### config.mk
export PLATFORM = sky130hd
export DESIGN_NAME = stat_rd_arb
export DESIGN_NICKNAME = d
export VERILOG_FILES = /design/src/rtl/stat_rd_arb.sv
export SDC_FILE = /design/constraint.sdc
export NUM_CORES = 1
export LEC_CHECK = 0
export CAP_MARGIN = 15
export CORE_UTILIZATION = 45
export CTS_BUF_LIST = sky130_fd_sc_hd__clkbuf_8
export DETAILED_ROUTE_END_ITERATION = 6
export PLACE_DENSITY = 0.84
export REMOVE_ABC_BUFFERS = 1
export SETUP_SLACK_MARGIN = 0.2
export SYNTH_ARGS = -nofsm -noshare
export SYNTH_HDL_FRONTEND = slang
export SYNTH_SLANG_ARGS = --single-unit
### constraint.sdc
create_clock -name clk_i -period 6.22 [get_ports clk_i]
set_clock_uncertainty 0.15 [all_clocks]
set_input_delay 0.933 -clock clk_i [delete_from_list [all_inputs] [get_ports clk_i]]
set_output_delay 0.933 -clock clk_i [all_outputs]
set_load 0.01 [all_outputs]
### src/rtl/stat_rd_arb.sv
// Round-robin arbiter sharing stat_pkt's single read port between N_REQ requesters.
// One read in flight; a read with no rd_data_val_i within TIMEOUT cycles completes with an error.
module stat_rd_arb #(
    parameter int N_REQ   = 3,
    parameter int A_WIDTH = 3,
    parameter int D_WIDTH = 32,
    parameter int TIMEOUT = 16
) (
    input  logic                       clk_i,
    input  logic                       rst_i,
    input  logic [N_REQ-1:0]           req_i,
    input  logic [N_REQ*A_WIDTH-1:0]   req_flow_num_i,
    output logic [N_REQ-1:0]           ack_o,
    output logic [D_WIDTH-1:0]         ack_data_o,
    output logic                       ack_err_o,
    output logic                       busy_o,
    output logic [15:0]                err_cnt_o,
    output logic                       rd_stb_o,
    output logic [A_WIDTH-1:0]         rd_flow_num_o,
    input  logic [D_WIDTH-1:0]         rd_data_i,
    input  logic                       rd_data_val_i
);
    localparam int IW = $clog2(N_REQ);
    localparam int TW = $clog2(TIMEOUT);

    typedef enum logic {IDLE = 1'b0, WAIT = 1'b1} state_t;

    state_t             state, state_nxt;
    logic [IW-1:0]      gnt_q, gnt_nxt;
    logic [IW-1:0]      rr_ptr, rr_nxt;
    logic [TW-1:0]      timer, timer_nxt;
    logic               stb_nxt, err_nxt, busy_nxt;
    logic [A_WIDTH-1:0] flow_nxt;
    logic [N_REQ-1:0]   ack_nxt;
    logic [D_WIDTH-1:0] data_nxt;
    logic [15:0]        cnt_nxt;

    logic [A_WIDTH-1:0] flow [N_REQ];
    for (genvar k = 0; k < N_REQ; k++) begin : g_flow
        assign flow[k] = req_flow_num_i[k*A_WIDTH +: A_WIDTH];
    end

    // The requester being acked this cycle is masked so a held request cannot win twice in a row.
    logic [N_REQ-1:0] eligible;
    logic [IW-1:0]    cand;
    logic [IW-1:0]    pick;
    logic             pick_vld;

    always_comb begin
        eligible = req_i & ~ack_o;
        cand     = '0;
        pick     = '0;
        pick_vld = 1'b0;
        for (int i = 0; i < N_REQ; i++) begin
            cand = (int'(rr_ptr) + i >= N_REQ) ? IW'(int'(rr_ptr) + i - N_REQ)
                                               : IW'(int'(rr_ptr) + i);
            if (!pick_vld && eligible[cand]) begin
                pick_vld = 1'b1;
                pick     = cand;
            end
        end
    end

    always_comb begin
        state_nxt = state;
        gnt_nxt   = gnt_q;
        rr_nxt    = rr_ptr;
        timer_nxt = timer;
        stb_nxt   = 1'b0;
        flow_nxt  = rd_flow_num_o;
        ack_nxt   = '0;
        data_nxt  = '0;
        err_nxt   = 1'b0;
        busy_nxt  = busy_o;
        cnt_nxt   = err_cnt_o;
        unique case (state)
            IDLE: begin
                if (pick_vld) begin
                    state_nxt = WAIT;
                    gnt_nxt   = pick;
                    rr_nxt    = (pick == IW'(N_REQ - 1)) ? '0 : pick + 1'b1;
                    timer_nxt = '0;
                    stb_nxt   = 1'b1;
                    flow_nxt  = flow[pick];
                    busy_nxt  = 1'b1;
                end
            end
            WAIT: begin
                // Data arriving on the last allowed cycle beats the timeout.
                if (rd_data_val_i) begin
                    state_nxt      = IDLE;
                    ack_nxt[gnt_q] = 1'b1;
                    data_nxt       = rd_data_i;
                    busy_nxt       = 1'b0;
                end else if (timer == TW'(TIMEOUT - 1)) begin
                    state_nxt      = IDLE;
                    ack_nxt[gnt_q] = 1'b1;
                    err_nxt        = 1'b1;
                    busy_nxt       = 1'b0;
                    if (err_cnt_o != 16'hFFFF)
                        cnt_nxt = err_cnt_o + 16'd1;
                end else begin
                    timer_nxt = timer + 1'b1;
                end
            end
        endcase
    end

    always_ff @(posedge clk_i) begin
        if (rst_i) begin
            state         <= IDLE;
            gnt_q         <= '0;
            rr_ptr        <= '0;
            timer         <= '0;
            rd_stb_o      <= 1'b0;
            rd_flow_num_o <= '0;
            ack_o         <= '0;
            ack_data_o    <= '0;
            ack_err_o     <= 1'b0;
            busy_o        <= 1'b0;
            err_cnt_o     <= '0;
        end else begin
            state         <= state_nxt;
            gnt_q         <= gnt_nxt;
            rr_ptr        <= rr_nxt;
            timer         <= timer_nxt;
            rd_stb_o      <= stb_nxt;
            rd_flow_num_o <= flow_nxt;
            ack_o         <= ack_nxt;
            ack_data_o    <= data_nxt;
            ack_err_o     <= err_nxt;
            busy_o        <= busy_nxt;
            err_cnt_o     <= cnt_nxt;
        end
    end
endmodule

==> run metrics <==
status finished clean; # diodes 0; Post-Route WL 6120 um; max-cap violation count 0; maximum VDD drop 0.1739 mV; GR peak layer met2; Slew Limit Fails 0; synthesized area 0.002514 mm2; final setup fails 0; clk root buf clkbuf_8; LEAKAGE 1.419 nW; clock sink total 66; CP Max Fanout 6; Top Ports 104; drt first pass iters 4; hold crit path type register to register; final hold violations 0; All-Layer GR Usage 0.2187; core box area 0.005238 mm2; Arr. time, crit path 2820 ps; crit end category register; Worst Tran Pin Value 770.3 ps; GR met3 Demand/Resource 0.1083; DR vias 2239; count of input and output buffers 103; die extent in x 76.74 um; fin cells 438; antenna viol nets, final 0; setup bufs post-CTS 0; Nets 416; met1 Track Usage GR 0.2264; placed cells 423; Die H 76.74 um; initial antenna violation count 0; H-tree levels 3; Std-Cell Rows 26; grt ovf 0; Unique masters post-synth 39; # DRC 0; Skew-Pair Late Insertion Delay 330 ps; part of the cycle the worst path needs 0.4428; gp weighted congestion 0.8351; area grow syn2layout 50.17%; Mapped Avg Cell Area 9.631 um2; vias in the first global route 2285; crit start category input pin; DR WL/cell 13.97 um; P per Cell Area 306.3 mW/mm2; Final Cell Area 0.003775 mm2; met2 layer usage reported by global route 0.3545; Slew headroom 0.4865; setup ws final 3466 ps; starting density of the core 0.4799; via density per instance 5.112; CTS tree done; RSZ-0062 raised after global routing false; most frequent cells in the layout 103 x clkdlybuf4s50_1, 66 x dfxtp_1, 33 x and2_1; fraction of layout cells with a size suffix above 1 0.05163; critical path class input pin to register; pre-CTS setup slack 3184 ps; Num CTS Buffers 9; full die area 0.005889 mm2; Iteration-0 DRC Markers 119; Synth Instances 261; sequential area share after synthesis 0.5256; Synthesis Warnings 0; Period minus WS final 2754 ps; commonest non-fill, non-tap cell in the layout clkdlybuf4s50_1; Max Clk Rate 0.3631 GHz; Bufs on Longest Clock Path 2; cts hold-fix bufs 0; largest net degree at the start of global routing 35; critical path required time 6280 ps; placed inst area 0.003590 mm2; first-pass GRT wire length 9991 um; Post-CTS Resized 0; Yosys reg bits 66; TNS Setup 0 ps; DP HPWL 4344 um; Worst-path clk slew 70 ps
cell usage after synthesis:
master	count	share of area
nand2b_1	4	0.010
o221ai_1	1	0.0035
nand2_1	13	0.019
or2_2	1	0.0025
and3b_1	3	0.010
o31ai_2	1	0.0050
xnor2_1	6	0.021
a31oi_1	1	0.0025
nand3b_1	2	0.0060
nand4_2	1	0.0050
nor4_1	1	0.0025
ha_1	5	0.025
a211oi_1	4	0.012
a2bb2oi_1	1	0.0035
xor2_1	7	0.024
nor2b_2	1	0.0035
nor2b_1	1	0.0025
o22ai_1	3	0.0075
and2_1	33	0.082
a31o_2	1	0.0035
dfxtp_1	66	0.53
a22oi_1	4	0.012
o21ai_0	7	0.014
a211o_1	1	0.0035
a21oi_1	13	0.026
mux2i_1	4	0.016
inv_1	6	0.0090
nor3b_1	3	0.0090
buf_2	4	0.0080
or3_1	5	0.012
nand4b_1	1	0.0035
nor3_1	5	0.010
a21o_1	3	0.0090
a32o_1	1	0.0040
nand4_1	10	0.025
clkbuf_1	8	0.012
nor2_1	22	0.033
a221oi_1	1	0.0035
nand3_1	7	0.014
flip-flops by register name, summed over array words and instances (netlist names):
name	count
rr_ptr	2
gnt_q	2
ack_o	3
timer	4
ack_data_o	32
state	1
ack_err_o	1
err_cnt_o	16
busy_o	1
rd_stb_o	1
rd_flow_num_o	3
report_power, final:
part	switching (mW)	total [mW]	internal, mW
Combinational	0.161	0.322	0.161
Clock	0.149	0.339	0.190
Sequential	0.0297	0.495	0.465
Total	0.340	1.16	0.816
cells by family after synthesis:
| family | Yosys count | share of synthesized area |
|---|---|---|
| AO/OA/AOI/OAI | 42 | 0.1090 |
| XOR/XNOR | 13 | 0.04530 |
| adder cells (fa/ha/maj) | 5 | 0.02489 |
| buffers and inverters | 18 | 0.02887 |
| flip-flops | 66 | 0.5256 |
| multiplexers | 4 | 0.01593 |
| AND/OR/NAND/NOR | 113 | 0.2504 |
cell type report:
cell class,instances,area (um2)
clock buffer,10,137.6
clock inverter,5,47.55
fill,410,1463
inverter,6,22.52
multi-input combinational,177,1120
sequential,66,1321
tap,70,87.58
timing repair buffer,104,1039
routing by layer:
| layer | share of wire | wire length [um] |
|---|---|---|
| met4 | 0.027 | 168 |
| met2 | 0.47 | 2879 |
| met3 | 0.11 | 670 |
| met5 | 0 | 0 |
| met1 | 0.39 | 2402 |
critical path, cell delays in order:
cell and delay, ps:
clkdlybuf4s50_1 460, nor2b_2 150, nand4_2 170, nor3_1 650, nand4_1 190, xor2_1 200, nor2_1 60
worst paths after layout:
check | cells past startpoint | to | start | slack (ps)
max | 7 | err_cnt_o[10]$_SDFFE_PP0P_ | rd_data_val_i | 3470
min | 2 | busy_o$_SDFFE_PP0P_ | busy_o$_SDFFE_PP0P_ | 310
max reg2reg | 7 | timer[0]$_SDFFE_PP0P_ | rr_ptr[0]$_SDFFE_PP0P_ | 3720
min reg2reg | 2 | busy_o$_SDFFE_PP0P_ | busy_o$_SDFFE_PP0P_ | 310
stage by stage:
stage,util,hold slack (ps),power (mW)
3_3_place_gp,0.6854,295.0,0.8090
6_report,0.7207,312.2,1.156
3_5_place_dp,0.6854,290.3,0.8189
4_1_cts,0.7207,319.5,1.158
5_1_grt,0.7207,342.9,1.216
2_1_floorplan,-,271.2,0.6866
Note: power is estimated with default switching activity, not from simulation.
